===== config.mk =====
export PLATFORM = sky130hd
export DESIGN_NAME = mux_arr_reg_param_module
export DESIGN_NICKNAME = d
export VERILOG_FILES = /design/src/rtl/mux_arr_reg_param_module.sv
export SDC_FILE = /design/constraint.sdc
export NUM_CORES = 1
export LEC_CHECK = 0
export ABC_CLOCK_PERIOD_IN_PS = 1430
export BUFFER_PORTS_ARGS = -buffer_cell sky130_fd_sc_hd__buf_2
export CAP_MARGIN = 25
export CORE_UTILIZATION = 40
export DETAILED_ROUTE_END_ITERATION = 12
export PLACE_DENSITY = 0.71
export SYNTH_ARGS = -nofsm -noshare
export SYNTH_HDL_FRONTEND = slang
export SYNTH_SLANG_ARGS = --single-unit

===== constraint.sdc =====
create_clock -name clk -period 1.43 [get_ports clk]
set_input_delay 0.2145 -clock clk [delete_from_list [all_inputs] [get_ports clk]]
set_output_delay 0.2145 -clock clk [all_outputs]
set_load 0.01 [all_outputs]

===== src/rtl/mux_arr_reg_param_module.sv =====
// -----------------------------------------------------------------------------
// mux_arr_reg_param_module
//
// Registered N:1 array multiplexer with a valid/ready output handshake.
// It has two modes. Direct mode returns one beat from the channel named by
// sel. Auto-scan mode streams channels 0..CHANNELS-1 in order, one beat per
// accepted transfer.
//
// Parameters:
//   WIDTH     bit width of each channel
//   CHANNELS  number of input channels (>= 2, any value)
//   SEL_W     derived channel-index width, $clog2(CHANNELS)
//
// Ports:
//   clk        clock, rising edge
//   rst_n      asynchronous active-low reset
//   in         packed channels, channel k = in[k*WIDTH +: WIDTH]
//   sel        channel index for direct mode
//   mode       0 = direct select, 1 = auto-scan
//   req_valid  request strobe
//   req_ready  high in IDLE; a request is accepted on req_valid && req_ready
//   out        registered selected data
//   out_chan   channel index of the current out
//   out_valid  out/out_chan hold a beat
//   out_ready  consumer accepts the current beat
//   done       high in the cycle the last scan beat is accepted
//   sel_err    sticky: direct request with sel >= CHANNELS
//
// Optional feature (macro MUX_ARR_PARITY_EN):
//   in_par     one parity bit per channel
//   out_par    registered ^out
//   par_err    sticky: a sampled channel disagreed with its in_par bit
// -----------------------------------------------------------------------------
module mux_arr_reg_param_module #(
  parameter  int WIDTH    = 2,
  parameter  int CHANNELS = 4,
  localparam int SEL_W    = $clog2(CHANNELS)
) (
  input  logic                      clk,
  input  logic                      rst_n,
  input  logic [CHANNELS*WIDTH-1:0] in,
  input  logic [SEL_W-1:0]          sel,
  input  logic                      mode,
  input  logic                      req_valid,
  output logic                      req_ready,
  output logic [WIDTH-1:0]          out,
  output logic [SEL_W-1:0]          out_chan,
  output logic                      out_valid,
  input  logic                      out_ready,
  output logic                      done,
  output logic                      sel_err
`ifdef MUX_ARR_PARITY_EN
  ,
  input  logic [CHANNELS-1:0]       in_par,
  output logic                      out_par,
  output logic                      par_err
`endif
);

  // The channel array is padded up to a power of two so any sel value indexes
  // a real entry; the padding reads as zero, which gives the required out=0
  // for an out-of-range direct select without a separate bounds mux.
  localparam int                PAD      = 1 << SEL_W;
  localparam logic [SEL_W-1:0]  LAST_IDX = SEL_W'(CHANNELS - 1);
  localparam logic [SEL_W:0]    CHAN_CNT = (SEL_W + 1)'(CHANNELS);

  typedef enum logic [1:0] {
    IDLE = 2'd0,
    HOLD = 2'd1,
    SCAN = 2'd2
  } stateT;

  stateT             stateReg;
  stateT             stateNext;
  logic [SEL_W-1:0]  idxReg;
  logic [SEL_W-1:0]  idxNext;
  logic [WIDTH-1:0]  outReg;
  logic [SEL_W-1:0]  outChanReg;
  logic              selErrReg;

  // One beat is captured per sampleEn; sampleIdx names the channel captured.
  logic              sampleEn;
  logic [SEL_W-1:0]  sampleIdx;
  logic              selErrSet;

  logic [WIDTH-1:0]  chanArr [PAD];

  genvar gi;
  generate
    for (gi = 0; gi < PAD; gi++) begin : gChan
      if (gi < CHANNELS) begin : gReal
        assign chanArr[gi] = in[gi*WIDTH +: WIDTH];
      end else begin : gZero
        assign chanArr[gi] = '0;
      end
    end
  endgenerate

  // ---------------------------------------------------------------------------
  // Next-state / control
  // ---------------------------------------------------------------------------
  always_comb begin
    stateNext = stateReg;
    idxNext   = idxReg;
    sampleEn  = 1'b0;
    sampleIdx = idxReg;
    selErrSet = 1'b0;
    done      = 1'b0;

    case (stateReg)
      IDLE: begin
        if (req_valid) begin
          sampleEn = 1'b1;
          if (mode) begin
            idxNext   = '0;
            sampleIdx = '0;
            stateNext = SCAN;
          end else begin
            sampleIdx = sel;
            selErrSet = ({1'b0, sel} >= CHAN_CNT);
            stateNext = HOLD;
          end
        end
      end

      HOLD: begin
        if (out_ready) begin
          stateNext = IDLE;
        end
      end

      SCAN: begin
        if (out_ready) begin
          if (idxReg == LAST_IDX) begin
            // done is combinational so it coincides with the final beat's
            // transfer; idx stays at the last channel rather than wrapping.
            done      = 1'b1;
            stateNext = IDLE;
          end else begin
            // Load the following channel in the same edge that retires the
            // current beat, so a scan with out_ready held high has no bubble.
            idxNext   = idxReg + 1'b1;
            sampleIdx = idxReg + 1'b1;
            sampleEn  = 1'b1;
          end
        end
      end

      default: begin
        stateNext = IDLE;
      end
    endcase
  end

  // ---------------------------------------------------------------------------
  // Registers
  // ---------------------------------------------------------------------------
  always_ff @(posedge clk or negedge rst_n) begin
    if (!rst_n) begin
      stateReg   <= IDLE;
      idxReg     <= '0;
      outReg     <= '0;
      outChanReg <= '0;
      selErrReg  <= 1'b0;
    end else begin
      stateReg <= stateNext;
      idxReg   <= idxNext;
      if (sampleEn) begin
        outReg     <= chanArr[sampleIdx];
        outChanReg <= sampleIdx;
      end
      if (selErrSet) begin
        selErrReg <= 1'b1;
      end
    end
  end

`ifdef MUX_ARR_PARITY_EN
  // ---------------------------------------------------------------------------
  // Parity: checked against the same channel captured into out, at the same
  // edge. Padding entries count as consistent because they carry no source.
  // ---------------------------------------------------------------------------
  logic [PAD-1:0] chanParOk;
  logic           outParReg;
  logic           parErrReg;

  generate
    for (gi = 0; gi < PAD; gi++) begin : gPar
      if (gi < CHANNELS) begin : gReal
        assign chanParOk[gi] = (in_par[gi] == ^in[gi*WIDTH +: WIDTH]);
      end else begin : gZero
        assign chanParOk[gi] = 1'b1;
      end
    end
  endgenerate

  always_ff @(posedge clk or negedge rst_n) begin
    if (!rst_n) begin
      outParReg <= 1'b0;
      parErrReg <= 1'b0;
    end else if (sampleEn) begin
      outParReg <= ^chanArr[sampleIdx];
      if (!chanParOk[sampleIdx]) begin
        parErrReg <= 1'b1;
      end
    end
  end

  assign out_par = outParReg;
  assign par_err = parErrReg;
`endif

  // ---------------------------------------------------------------------------
  // Outputs
  // ---------------------------------------------------------------------------
  assign req_ready = (stateReg == IDLE);
  assign out_valid = (stateReg != IDLE);
  assign out       = outReg;
  assign out_chan  = outChanReg;
  assign sel_err   = selErrReg;

endmodule


==> qor.yml <==
num-fill-cells: 92
drt-total-wl_um: 1631
setup_violations: 5
synth_edf_count: 0
grtUsageTotal_pct: 23.89
grt_pass1_wl_um: 2387
clkTransAtPathRegs_ps: 60
core_um2: 1186
drc: 0
max_stage_delay_ps: 450
grt_max_degree: 9
die_x_um: 38.97
critPathSlowestCell: "dfrtp_2"
worstHoldPathType: "in2reg"
syn_nets: 75
ctsHtreeMaxLevel: 1
port-buffer-count: 21
crit_fanout: 6
crit_path_start_kind: "flop"
yosysWarningCount: 0
synth_area_um2: 546.8
ioPinCount: 23
use_met2_pct: 44.17
layout_min_cycle_time_ps: 1576
worstSetupPathType: "reg2out"
critPathBufInv: 4
grt_util_met3_pct: 7.514
min-delay-start: "in[6]"
endpoint: "req_ready"
syn-instance-count: 60
peakVddDrop_mv: 1.042
fin_cells: 113
routed_via_density: 5.504
hpwl_um: 1191
grt_util_met1_pct: 25.00
path_delay_family: "flip-flops"
reg2regPathDepth: 5
gp_congestion: 0.8046
final_core_util_pct: 73.00
nets: 116
arrival_ps: 1360
fmax_ghz: 0.6345
rrSetupSlack_ps: -140
final.setup_skew_ps: 11.88
cts_made_buffers: 3
cts-root-buf: "clkbuf_4"
grt_overflow_total: 0
hold_viol_final: 0
slew_viol_final: 0
start_util_pct: 46.10
clk_path_buf_depth: 2
synthFlopType: "dfrtp_1"
period_share_pct: 110.2
r2r-end: "out[0]"
synth.most_common_cell: "dfrtp_1"
vias: 622
crit_path_cell_trace: "buf_4 -> buf_6 -> or2_4 -> inv_1 -> buf_2"
area_growth_pct: 58.35
cp.depth: 5
synth-seq-area-share_pct: 36.61
routedWlPerCell_um: 14.43
pre_cts_ws_ps: -171.9
die_height_um: 38.97
leakage_nw: 0.4161
ys_ff_latch: 8
grt_setup_unrepaired: "yes"
powerDensity_nw_per_um2: 2181
avgSynthCellArea_um2: 9.113
drtAntennaViolNets: 0
cts_tree: "yes"
r2r_start: "stateReg[1]"
placedInstanceArea_um2: 778.2
clock-sinks: 8
hold_slack_ps: 242.0
status: "finished with violations"
placed_cells: 105
netlist.area_leader.share_pct: 36.61
drt_iter0_drc: 7
power.total_mw: 1.888
finalSetupTns_ps: -575.3
diodes: 0
synth.distinct_cells: 29
grt_busiest_layer: "met2"
drive_above_1_share_pct: 55.56
stdcell_area_um2: 865.8
cp.required_ps: 1220
ys_async_sr_fraction_pct: 100.0
dr.pass1.iters: 4
antenna_found_initial: 0
insertion_delay_ps: 260
cap_violations: 0
crit_start: "stateReg[1]"
fp-row-count: 12
synth_area_leaders: "dfrtp_1, a21oi_1, and4bb_1"
grt_pass1_vias: 576
die-area_um2: 1519
synth.top_cells.by_count: "dfrtp_1, nand2_1, a21oi_1, nor2_1, inv_1"
post-synth-top-area-cell: "dfrtp_1"
end_kind: "primary output"
setup_ws_ps: -146.0
violations: "negative setup slack"
==> tightest hold or removal path, delay by kind of cell <==
kind / cells / cell delay (ps)
compound gates: 2 / 170
buf+inv: 1 / 80
==> timing repair <==
| item | 4_1_cts | 5_1_grt |
|---|---|---|
| buffers inserted | 4 | 0 |
| endpoints found under the hold margin | 8 | 0 |
| pin swaps | 2 | 2 |
| hold buffers | 1 | 0 |
| setup endpoints to repair | 6 | 7 |
| gates resized for setup | 6 | 2 |
==> report_power, final <==
group | switching [mW] | leakage [nW] | internal [mW] | total [mW]
clock | 0.0850 | 0.0138 | 0.0966 | 0.182
sequential | 0.108 | 0.0934 | 0.341 | 0.449
combinational | 0.585 | 0.309 | 0.672 | 1.26
total | 0.778 | 0.416 | 1.11 | 1.89
==> how the worst min path moves through the flow <==
stage,endpoint,slack [ps],depth (start not counted)
after CTS,out[0],240,3
after detailed placement,out_chan[0],70,1
final,out[0],240,3
after global routing,out[0],250,3
after floorplan,idxReg[0],-80,0
after global placement,out_chan[0],70,1
==> kinds of logic (layout without fill, tap and decap cells) <==
logic type	count (synthesis)	in the layout	share of synthesized area, %
other	1	1	0.6858
AOI/OAI and AO/OA	21	21	28.60
buffers and inverters	7	46	6.405
and+or+nand+nor	23	23	27.69
DFF	8	8	36.61
==> layout make-up <==
type / count / area (µm²) / share of cell area (%)
Multi-Input combinational cell: 45 / 351.6 / 40.61
Timing Repair Buffer: 39 / 256.5 / 29.62
Sequential cell: 8 / 202.7 / 23.41
Inverter: 4 / 15.01 / 1.734
Tap cell: 14 / 17.52 / 2.023
Clock buffer: 3 / 22.52 / 2.601
==> routing by layer <==
layer  part of all wire, %  vias to the layer above
met5                     0                        -
met4                   1.3                        0
met3                   5.2                        4
met2                    52                       26
met1                    42                      291
li1                      -                      301
==> cell usage in the layout, fill, tap and decap left out, drive strengths merged <==
cell and n:
nor2 5, a2bb2oi 1, o21a 1, o22ai 1, a221oi 2, buf 38
or2b 1, nand2b 1, a311oi 2, nor2b 1, or2 2, nand4 1
a31oi 2, a21oi 6, nor3b 1, and2 1, o21ai 4, nand2 6
and4bb 2, o31ai 2, conb 1, dlygate4sd3 1, inv 4, nor4b 1
nand4b 1, dfrtp 8, clkbuf 3
==> state kept, by name, indices dropped and copies added, names as in the netlist <==
name      count
idxReg        2
out           2
out_chan      2
stateReg      2
Note: power is estimated with default switching activity, not from simulation.
